--- src/rtl/blink_pkg.sv ---
// Shared types and helpers for the multi-channel blink machine.
// Build option BLINK_INFINITE_EN is consumed by blink_machine_multi, not here.
package blink_pkg;

   typedef enum logic [1:0] {IDLE, ON, OFF, DONE} state_t;

   localparam int MIN_HALF = 2;

   // Cycles per ON or OFF phase, also half the clk_1hz period.
   function automatic int calc_half(input int clk_freq_hz, input int tick_hz);
      return clk_freq_hz / (2 * tick_hz);
   endfunction

endpackage

--- src/rtl/blink_machine_multi_tick_gen.sv ---
// Modulo-HALF counter: wrap is high while the count sits at HALF-1, and the
// counter returns to zero on that edge or whenever clear is asserted.
module tick_gen #(
   parameter int HALF = 4
) (
   input  logic clk,
   input  logic reset,
   input  logic clear,
   output logic wrap
);

   localparam int CW = (HALF > 1) ? $clog2(HALF) : 1;

   logic [CW-1:0] count;

   assign wrap = (count == CW'(HALF - 1));

   always_ff @(posedge clk) begin
      if (reset || clear) begin
         count <= '0;
      end else if (wrap) begin
         count <= '0;
      end else begin
         count <= count + CW'(1);
      end
   end

endmodule

--- src/rtl/blink_machine_multi.sv ---
// NUM_CH-channel LED blinker with programmable ON/OFF cycle count and a
// free-running clk_1hz debug output. Define BLINK_INFINITE_EN to add the stop
// port and make blink_count=0 blink until stopped.
module blink_machine_multi
   import blink_pkg::*;
#(
   parameter int CLK_FREQ_HZ = 50_000_000,
   parameter int TICK_HZ     = 1,
   parameter int NUM_CH      = 4,
   parameter int CNT_W       = 4
) (
   input  logic              clk,
   input  logic              reset,
   input  logic              start,
   input  logic [CNT_W-1:0]  blink_count,
   input  logic [NUM_CH-1:0] ch_mask,
`ifdef BLINK_INFINITE_EN
   input  logic              stop,
`endif
   output logic [NUM_CH-1:0] out,
   output logic              clk_1hz,
   output logic              busy,
   output logic              done
);

   // HALF must be at least MIN_HALF for the phase timing to hold.
   localparam int HALF = calc_half(CLK_FREQ_HZ, TICK_HZ);

   state_t            state, state_nxt;
   logic [CNT_W-1:0]  remaining, remaining_nxt;
   logic [NUM_CH-1:0] mask, mask_nxt;
   logic              pre_wrap;
   logic              phase_wrap;
   logic              phase_clear;
   logic              accept;
   logic              stop_req;
   logic              infinite;

   tick_gen #(.HALF(HALF)) u_prescaler (
      .clk   (clk),
      .reset (reset),
      .clear (1'b0),
      .wrap  (pre_wrap)
   );

   tick_gen #(.HALF(HALF)) u_phase_timer (
      .clk   (clk),
      .reset (reset),
      .clear (phase_clear),
      .wrap  (phase_wrap)
   );

`ifdef BLINK_INFINITE_EN
   assign accept   = start;
   assign stop_req = stop;

   // A zero count at acceptance selects endless blinking for the whole run.
   always_ff @(posedge clk) begin
      if (reset) begin
         infinite <= 1'b0;
      end else if (state == IDLE && accept) begin
         infinite <= (blink_count == '0);
      end
   end
`else
   assign accept   = start && (blink_count != '0);
   assign stop_req = 1'b0;
   assign infinite = 1'b0;
`endif

   always_ff @(posedge clk) begin
      if (reset) begin
         clk_1hz <= 1'b0;
      end else if (pre_wrap) begin
         clk_1hz <= ~clk_1hz;
      end
   end

   always_ff @(posedge clk) begin
      if (reset) begin
         state     <= IDLE;
         remaining <= '0;
         mask      <= '0;
      end else begin
         state     <= state_nxt;
         remaining <= remaining_nxt;
         mask      <= mask_nxt;
      end
   end

   always_comb begin
      state_nxt     = state;
      remaining_nxt = remaining;
      mask_nxt      = mask;
      phase_clear   = 1'b0;
      out           = '0;
      busy          = 1'b0;
      done          = 1'b0;

      case (state)
         IDLE: begin
            if (accept) begin
               state_nxt     = ON;
               remaining_nxt = blink_count;
               mask_nxt      = ch_mask;
               phase_clear   = 1'b1;
            end
         end
         ON: begin
            out  = mask;
            busy = 1'b1;
            if (stop_req) begin
               state_nxt = DONE;
            end else if (phase_wrap) begin
               state_nxt   = OFF;
               phase_clear = 1'b1;
            end
         end
         OFF: begin
            busy = 1'b1;
            if (stop_req) begin
               state_nxt = DONE;
            end else if (phase_wrap) begin
               phase_clear = 1'b1;
               if (!infinite && remaining == CNT_W'(1)) begin
                  state_nxt = DONE;
               end else begin
                  state_nxt = ON;
                  if (!infinite) begin
                     remaining_nxt = remaining - CNT_W'(1);
                  end
               end
            end
         end
         DONE: begin
            done      = 1'b1;
            state_nxt = IDLE;
         end
         default: begin
            state_nxt = IDLE;
         end
      endcase
   end

endmodule

--- config.mk ---
export PLATFORM = sky130hd
export DESIGN_NAME = blink_machine_multi
export DESIGN_NICKNAME = d
export VERILOG_FILES = /design/src/rtl/blink_pkg.sv /design/src/rtl/blink_machine_multi_tick_gen.sv /design/src/rtl/blink_machine_multi.sv
export SDC_FILE = /design/constraint.sdc
export NUM_CORES = 1
export LEC_CHECK = 0
export BUFFER_PORTS_ARGS = -buffer_cell sky130_fd_sc_hd__buf_2
export CAP_MARGIN = 0
export CORE_ASPECT_RATIO = 2
export CORE_MARGIN = 2
export CORE_UTILIZATION = 60
export CTS_CLUSTER_DIAMETER = 100
export DETAILED_ROUTE_END_ITERATION = 10
export PLACE_DENSITY = 0.79
export SYNTH_ARGS = -nofsm -noshare
export SYNTH_HDL_FRONTEND = slang
export SYNTH_SLANG_ARGS = --single-unit
--- constraint.sdc ---
create_clock -name clk -period 2.9 [get_ports clk]
set_clock_uncertainty 0.1 [all_clocks]
set_input_delay 0.58 -clock clk [delete_from_list [all_inputs] [get_ports clk]]
set_output_delay 0.58 -clock clk [all_outputs]
set_load 0.02 [all_outputs]
# Yosys cells after proc, flatten, opt, wreduce, memory -nomap -nowiden
# Index checks and enable logic that the tools add are counted.
[totals]
wordCells = 46
output_inout_bits = 7
regBits = 61
inputBits = 11
[classes]
n_addsub = 3
mux = 15
n_eq_ne = 10
bitwise = 1
reduce_logical = 11
[op_table]
columns = ["op", "n"]
rows = [
  ["25-bit by 1-bit adder with 25-bit output, second input constant", 2],
  ["25-bit == test, second input constant", 2],
  ["4-bit two-way mux", 4],
  ["2-bit two-way mux", 4],
  ["2-bit != test, second input constant", 4],
  ["2-bit case mux with 4 select lines", 1],
  ["4-bit case mux with 2 select lines", 1],
  ["2-bit OR reduction", 3],
  ["2-bit == test, second input constant", 2],
  ["4-bit by 1-bit == test with 1-bit output, second input constant", 1],
  ["1-bit two-way mux", 4],
  ["4-bit AND reduction", 1],
  ["4-bit nonzero test", 1],
  ["4-bit by 1-bit subtractor with 4-bit output, second input constant", 1],
  ["3-bit AND reduction", 1],
  ["2-bit by 1-bit == test with 1-bit output, second input constant", 1],
  ["2-bit logical NOT", 1],
  ["1-bit case mux with 2 select lines", 1],
  ["2-bit AND reduction", 1],
  ["2-bit nonzero test", 1],
  ["1-bit logical AND", 1],
  ["1-bit logical OR", 1],
  ["1-bit NOT", 1],
]

# Longest topological paths before layout
# Gate-level depths: netlist of the first run.
[depth]
ltp_word = 6
depth_mapped = 10
depth_no_buf = 7

# Cells and area by module
# A second synthesis of the first run with hierarchy kept.
[unflattened]
hier_cells = 347
hier_area_um2 = 3103.0
[modules_own_cells]
columns = ["module", "cells_each", "seq_area_each_um2", "area_per_inst_um2", "n_inst"]
rows = [
  ["tick_gen", 133, 500.5, 1196.1, 2],
  ["blink_machine_multi", 81, 220.2, 710.7, 1],
]

# Least setup slack after synthesis of the first run
# OpenSTA, ideal clock, no wires.
[synth_timing]
path_kind = "input -> register"
from = "input blink_count[0]"
to = "register u_phase_timer.count[9]"
arrival_time_ns = 1.861
path_slack_ns = 0.874
setup_time_ns = 0.065
path_stages = 8
path_cell_list = "o41ai_2 or2_2 buf_2 o21bai_1 nand2b_1 buf_6 buf_8 nor2_1"
[synth_between]
elab_chain_len = 6
[synth_lines]
columns = ["element", "line", "text"]
rows = [
  ["start, declared", "blink_machine_multi.sv:15", "input logic [CNT_W-1:0] blink_count,"],
  ["4-bit nonzero test", "blink_machine_multi.sv:66", "assign accept = start && (blink_count != '0);"],
  ["1-bit logical AND", "blink_machine_multi.sv:66", ""],
  ["1-bit two-way mux", "blink_machine_multi.sv:102", "if (accept) begin"],
  ["1-bit case mux with 2 select lines", "blink_machine_multi.sv:100", "case (state)"],
  ["1-bit logical OR", "blink_machine_multi_tick_gen.sv:19", "if (reset || clear) begin"],
  ["2-bit OR reduction (no source line)", "-", ""],
  ["end signal, assigned", "blink_machine_multi_tick_gen.sv:24", "count <= count + CW'(1);"],
  ["end, declared", "blink_machine_multi_tick_gen.sv:14", "logic [CW-1:0] count;"],
]
# No other way between the ends.
# A chain may end at the register's enable or synchronous reset.

# Final worst setup path of the first run
[layout_timing]
from = "register u_phase_timer.count[0]"
to = "register u_phase_timer.count[8]"
[layout_between]
elab_chain_len = 5
word_cells_on_any_way = 6
cone_classes = "1 x add/sub; 1 x eq/ne; 2 x mux; 2 x reduce/logical"
[layout_lines]
columns = ["element"]
rows = [
  ["branches (longest 5 deep; another with 25-bit by 1-bit adder with 25-bit output)"],
]
# Several ways; the timed one is not identified.

==> results of run 1 <==
==> metal layers <==
layer / vias up / GRT usage / routed length [um]
met5: - / 0 / 0
met4: 0 / 0.124 / 174
met3: 17 / 0.0690 / 135
met2: 34 / 0.428 / 3140
met1: 1129 / 0.222 / 2190
li1: 1199 / - / -
==> worst max-delay path, cell delays in order, from the launching register on <==
cell	delay, ns
dfxtp_1	0.36
ha_1	0.19
nand3_1	0.17
nor4_1	0.65
nand2_1	0.20
nand2b_1	0.12
buf_4	0.26
nor2_1	0.09
==> cells in the mapped netlist (4+ instances only) <==
library cell,instances,area share
nor2_1,69,0.087
dfxtp_1,61,0.41
xor2_1,32,0.095
nand3_1,27,0.046
nand2_1,24,0.030
xnor2_1,15,0.044
nand4_1,13,0.027
inv_1,9,0.011
ha_1,8,0.034
nor3_1,7,0.012
and3_1,5,0.011
and4_1,5,0.015
buf_2,5,0.0084
clkbuf_1,5,0.0063
mux2i_1,5,0.017
nor4_1,5,0.011
and2_1,4,0.0084
==> logic make-up (layout without fill, tap and decap cells) <==
kind of cell	after synthesis	count (layout)	share of synthesized area
buffers and inverters	22	46	0.0401
multiplexers	5	5	0.0169
adder cells (fa/ha/maj)	8	8	0.0338
flip-flops	61	61	0.412
AO/OA/AOI/OAI	16	16	0.0477
AND/OR/NAND/NOR	181	181	0.311
XOR/XNOR	47	47	0.139
==> layout make-up <==
type                    count  area share
clock buffers              12      0.0445
clock inverters             4      0.0146
inverters                   9      0.0104
multi-input cells         257       0.498
flip-flops and latches     61       0.375
well taps                  57      0.0219
repair buffers             21      0.0353
==> stage by stage <==
step | worst slack (ns) | hold slack [ns]
finish | 0.631 | 0.356
global route | 0.370 | 0.368
CTS | 0.623 | 0.359
detailed placement | 0.580 | 0.346
global placement | 0.606 | 0.329
floorplan | 0.874 | 0.317
==> where the power goes <==
part	total (mW)	internal, mW	switching (mW)
Sequential	0.950	0.893	0.0574
Clock	0.734	0.418	0.316
Combinational	0.436	0.185	0.251
==> flip-flops by register name, summed over array words and instances (netlist names) <==
register	cells
u_prescaler.count	25
u_phase_timer.count	25
clk_1hz	1
state	2
remaining	4
mask	4
==> path summary, 6_finish.rpt <==
check | from | endpoint | slack, ns | cells past startpoint
max | u_phase_timer.count[0] | u_phase_timer.count[8] | 0.63 | 7
min | u_phase_timer.count[0] | u_phase_timer.count[0] | 0.36 | 1
max reg2reg | u_phase_timer.count[0] | u_phase_timer.count[8] | 0.63 | 7
min reg2reg | u_phase_timer.count[0] | u_phase_timer.count[0] | 0.36 | 1
==> results.yml, run 1 <==
cells_and_area:
  seqCellArea_um2: 1220
  layout_common_cells: "nor2_1 (69), dfxtp_1 (61), xor2_1 (32)"
  nets: 378
  drive_above_1_share: 0.121
  layout.cells.non_filler: 421
  final_common_cell: "nor2_1"
  antenna_cells: 0
  post-route-util: 0.676
  multi_input_area_um2: 1620
  fin_area_um2: 3260
  area_growth_syn_to_layout_pct: 9.92
  fill_cells: 407
floorplan:
  dieArea_um2: 5550
  die_h_um: 103
  fp.coreArea_um2: 4820
  placementRows: 36
  die_w_um: 53.7
  io_pins: 18
  initial_utilization: 0.615
place:
  gp_congestion: 0.804
  dp_cells: 405
  io_buffers: 17
  dpl.hpwl_um: 4140
  place_area_um2: 3070
worst_setup_path:
  critPathMaxFanout: 24
  cp.required_ns: 3.02
  worstSetupStartpointType: "register"
  crit_path_end_kind: "register"
  cp.arrival_ns: 2.39
  critPathKind: "register to register"
cts:
  cts_hold_buf: 0
  cts-root-buf: "clkbuf_8"
  insertion_delay_ns: 0.34
  cts.sinks: 61
  cts_resized: 0
  clkSlewWorstSetupHoldPaths_ns: 0.07
  htree_levels: 3
  cts_buffers: 9
  post_cts_buffers: 0
  clock_path_buffers: 2
  cts_tree: "done"
synth:
  synth-seq-cells: 61
  syn-cell-area_um2: 2960
  ys_seq_area_frac: 0.412
  avgSynthCellArea_um2: 8.72
  ys_types: 44
  ys.flop_type: "dfxtp_1"
  synth_cells: 340
  synth_nets: 359
  yosysWarningCount: 0
  async_flop_share: 0
  synth_edf_count: 0
global_route:
  grt_usage: 0.234
  overflow: 0
  grt_pass1_wl_um: 9580
  grt_pass1_vias: 2337
  grt_antenna_before_repair: 0
  grt_max_degree: 26
pwr:
  power_density_nw_per_um2: 651
  leakagePower_nw: 1.22
  ir_worst_vdd_v: 0.000555
  power.total_mw: 2.12
timing:
  slew_headroom: 0.458
  grt_setup_unrepaired: "no"
  final_max_slew_viol_count: 0
  worst_pin_slew_ns: 0.806
  hold_viol: 0
  tns_ns: 0
  period_minus_slack_ns: 2.27
  min_period_over_period: 0.782
  fmax_ghz: 0.441
  finalSetupViolCount: 0
drt:
  drtAntennaViolNets: 0
  first_iter_violations: 42
  vias: 2379
  drt-vias-per-instance: 5.65
  wl_per_cell_um: 13.4
  wl_um: 5650
  dr.pass1.iters: 4
  drcViolationCount: 0
outcome:
  status: "complete, no violations"
job:
  max_cap_violations: 0
worst_hold_path:
  hold_class: "register to register"
(Power assumes the default switching activity.)
==> run 2, diff against run 1 <==
clock period = 2.25 ns   (was 2.9 ns; I/O delays follow)
==> results.yml, run 2 (synthesized netlist as in run 1, its figures left out) <==
cells_and_area:
  antenna_cells: 0
  nets: 387
  reg_top3: "u_phase_timer.count: 25 flops, u_prescaler.count: 25 flops"
  layout_common_cells: "nor2_1 (69), dfxtp_1 (61), xor2_1 (32)"
  area_growth_syn_to_layout_pct: 11.4
  drive_above_1_share: 0.143
  final_common_cell: "nor2_1"
pwr:
  combPwrFrac: 0.239
  power_density_nw_per_um2: 790
  ir_worst_vdd_v: 0.000703
  sw_frac_of_total: 0.299
  p_int_mw: 1.83
  power.total_mw: 2.61
  p_sw_uw: 780
  clock_power_share: 0.298
  seqPwrFrac: 0.463
  leakagePower_nw: 1.26
worst_setup_path:
  max_stage_delay_ns: 0.62
  worst-path-stages: 7
  worstSetupStartpointType: "register"
  crit_path_end_kind: "register"
  cp_num_buf_inv: 1
  path_delay_family: "simple AND/OR/NAND/NOR gates"
  critPathMaxFanout: 4
  cp_cell_sequence: "inv_1 -> ha_1 -> nor4bb_1 -> a211oi_2 -> or4b_2 -> o31ai_1 -> a311o_1"
  cp.required_ns: 2.42
  cp.arrival_ns: 2.32
  ff2ff_path_depth: 7
  critPathKind: "register to register"
  critPathSlowestCell: "or4b_2"
drt:
  drtAntennaViolNets: 0
  drcViolationCount: 0
  wl_per_cell_um: 13.3
  drt-vias-per-instance: 5.67
  first_iter_violations: 69
  vias: 2423
  wl_um: 5700
  dr.pass1.iters: 6
floorplan:
  placementRows: 36
  initial_utilization: 0.615
  die_w_um: 53.7
  fp.coreArea_um2: 4820
  dieArea_um2: 5550
  io_pins: 18
  die_h_um: 103
place:
  io_buffers: 17
  dpl.hpwl_um: 4280
  gp_congestion: 0.831
cts:
  cts_buffers: 9
  cts_tree: "done"
  clock_path_buffers: 2
  cts.sinks: 61
  cts_hold_buf: 0
  cts-root-buf: "clkbuf_8"
  htree_levels: 3
  clkSlewWorstSetupHoldPaths_ns: 0.06
  insertion_delay_ns: 0.33
worst_hold_path:
  min_path_cells: 3
  hold_class: "input port to register"
outcome:
  status: "complete, no violations"
timing:
  final_max_slew_viol_count: 0
  slew_headroom: 0.680
  grt_setup_unrepaired: "no"
  min_period_over_period: 0.952
  worst_pin_slew_ns: 0.474
  finalSetupViolCount: 0
  tns_ns: 0
  period_minus_slack_ns: 2.14
  hold_viol: 0
  fmax_ghz: 0.467
global_route:
  grt_pass1_vias: 2440
  grt_antenna_before_repair: 0
  grt_pass1_wl_um: 9720
  grt_max_degree: 26
  grt_usage: 0.241
  overflow: 0
job:
  max_cap_violations: 0
[run 2: worst paths after layout]
check	slack [ns]	end	startpoint
max	0.11	remaining[1]	state[0]
min	0.26	mask[1]	ch_mask[1]
max reg2reg	0.11	remaining[1]	state[0]
min reg2reg	0.35	u_phase_timer.count[0]	u_phase_timer.count[0]
[run 2: per-stage QoR]
step | hold slack (ns) | utilization | cells | setup slack (ns) | cell area [um^2]
2_1_floorplan | 0.317 | - | 340 | 0.249 | 2960
3_3_place_gp | 0.329 | 0.653 | 414 | 0.0966 | 3150
3_5_place_dp | 0.340 | 0.653 | 414 | 0.0119 | 3150
4_1_cts | 0.237 | 0.685 | 427 | 0.114 | 3300
5_1_grt | 0.243 | 0.685 | 427 | 0.0280 | 3300
6_report | 0.257 | 0.685 | 427 | 0.107 | 3300
[run 2: power groups by stage]
stage	sequential [mW]	clock (mW)	combinational, mW
finish	1.21	0.777	0.625
floorplan	1.23	0	0.455
global placement	1.23	0	0.595
detailed placement	1.23	0	0.610
CTS	1.21	0.806	0.621
global route	1.22	0.852	0.699
[run 2: layer usage]
layer	wire length [um]	global-route usage	share of wire
met5	0	0	0
met4	227	0.160	0.040
met3	165	0.0776	0.029
met2	3220	0.435	0.57
met1	2080	0.214	0.37
[run 2: layout make-up]
class / instances / area (um^2)
fillers: 408 / 1520
flip-flops and latches: 61 / 1220
clock inverters: 3 / 15.0
repair buffers: 30 / 195
multi-input cells: 257 / 1630
clock buffers: 10 / 138
well taps: 57 / 71.3
inverters: 9 / 33.8
[run 2: what timing repair did]
action                     CTS  global route
resized for setup            1             0
setup endpoints to repair    1             0
setup buffers                0             0
[run 2: worst min-delay path: cells and delay by family]
kind                   cells  cell delay, ns
multiplexers               1            0.05
buffers and inverters      1            0.07
AND/OR/NAND/NOR            1            0.07
==> run 3, diff against run 2 <==
==> constraint.sdc (replaced) <==
create_clock -name clk -period 2.25 [get_ports clk]
set_clock_uncertainty 0.1 [all_clocks]
set_input_delay 0.1125 -clock clk [delete_from_list [all_inputs] [get_ports clk]]
set_output_delay 0.1125 -clock clk [all_outputs]
set_load 0.02 [all_outputs]
==> results.yml, run 3 (synthesized netlist as in run 1, its figures left out) <==
worst_setup_path:
  critPathMaxFanout: 5
  critPathKind: "register to register"
  crit_path_end_kind: "register"
  max_stage_delay_ns: 0.61
  critPathSlowestCell: "or4b_2"
  path_delay_family: "simple AND/OR/NAND/NOR gates"
  cp.arrival_ns: 2.27
  cp_num_buf_inv: 1
  cp_cell_sequence: "inv_1 -> ha_1 -> nor2_1 -> a211oi_1 -> or4b_2 -> o31ai_1 -> a311o_1"
  cp.required_ns: 2.43
  worstSetupStartpointType: "register"
cells_and_area:
  reg_top3: "u_phase_timer.count: 25 flops, u_prescaler.count: 25 flops"
  layout_common_cells: "nor2_1 (69), dfxtp_1 (60), xor2_1 (32)"
  final_common_cell: "nor2_1"
  post-route-util: 0.705
  antenna_cells: 0
  fin_area_um2: 3400
  nets: 387
  layout.cells.non_filler: 430
  drive_above_1_share: 0.139
  area_growth_syn_to_layout_pct: 14.6
drt:
  wl_um: 6210
  dr.pass1.iters: 5
  first_iter_violations: 42
  drtAntennaViolNets: 0
  drt-vias-per-instance: 5.62
  vias: 2417
  drcViolationCount: 0
  wl_per_cell_um: 14.4
pwr:
  power_density_nw_per_um2: 857
  ir_worst_vdd_v: 0.000759
  leakagePower_nw: 1.29
  power.total_mw: 2.91
cts:
  htree_levels: 3
  post_cts_buffers: 0
  cts_buffers: 9
  clkSlewWorstSetupHoldPaths_ns: 0.07
  cts.sinks: 61
  insertion_delay_ns: 0.33
  cts_tree: "done"
  clock_path_buffers: 2
  cts-root-buf: "clkbuf_8"
timing:
  min_period_over_period: 0.930
  tns_ns: 0
  slew_headroom: 0.670
  period_minus_slack_ns: 2.09
  hold_viol: 0
  worst_pin_slew_ns: 0.489
  grt_setup_unrepaired: "no"
  finalSetupViolCount: 0
  fmax_ghz: 0.478
  final_max_slew_viol_count: 0
floorplan:
  dieArea_um2: 5550
  initial_utilization: 0.615
  fp.coreArea_um2: 4820
  placementRows: 36
  die_w_um: 53.7
  io_pins: 18
  die_h_um: 103
global_route:
  grt_pass1_vias: 2432
  overflow: 0
  grt_pass1_wl_um: 10300
  grt_max_degree: 26
  grt_antenna_before_repair: 0
  grt_usage: 0.252
place:
  dp_cells: 410
  dpl.hpwl_um: 4280
  place_area_um2: 3130
  gp_congestion: 0.816
  io_buffers: 17
worst_hold_path:
  hold_class: "input port to register"
outcome:
  status: "complete, no violations"
job:
  max_cap_violations: 0
run 3: changes by cell type in the layout (fill, tap and decap cells not counted):
cell / previous run / this run
a211oi_1: 1 / 2
a211oi_2: 1 / 0
clkinv_2: 3 / 2
dfxtp_1: 61 / 60
dfxtp_2: 0 / 1
bufinv_16: 0 / 2
o21bai_1: 1 / 0
o21bai_2: 0 / 1
clkbuf_8: 10 / 11
dlygate4sd3_1: 0 / 4
buf_12: 1 / 2
clkbuf_1: 0 / 1
buf_4: 12 / 7
run 3: layout make-up:
class	count	area, um^2
multi-input combinational	257	1630
tap	57	71.3
fill	392	1420
sequential	61	1220
timing repair buffer	30	218
inverter	9	33.8
clock buffer	12	155
clock inverter	4	70.1
run 3: power by group:
part,internal (mW),switching [mW],total (mW)
sequential,1.15,0.0840,1.24
combinational,0.255,0.329,0.584
clock,0.681,0.411,1.09
run 3: path summary, 6_finish.rpt:
check | start | depth (start not counted) | endpoint | slack [ns]
worst min register to register | u_phase_timer.count[0] | 1 | u_phase_timer.count[0] | 0.35
worst max-delay path | state[1] | 7 | remaining[1] | 0.16
worst min-delay path | reset | 2 | mask[0] | 0.07
worst max register to register | state[1] | 7 | remaining[1] | 0.16
run 3: through the flow:
step / worst slack, ns / hold slack [ns]
after floorplan: 0.249 / 0.156
after global placement: 0.187 / 0.243
after detailed placement: 0.108 / 0.251
after CTS: 0.0877 / 0.0564
after global routing: 0.0513 / 0.0755
final: 0.158 / 0.0731
run 3: per-layer routing:
metal | share of wire | vias up | GRT usage
met5 | 0 | - | 0
met4 | 0.046 | 0 | 0.156
met3 | 0.024 | 21 | 0.0675
met2 | 0.55 | 34 | 0.463
met1 | 0.38 | 1143 | 0.232
li1 | - | 1219 | -
run 3: repair_timing:
action,4_1_cts,5_1_grt
setup endpoints to repair,0,2
hold buffers,4,0
gates resized for setup,0,2
endpoints found under the hold margin,4,0
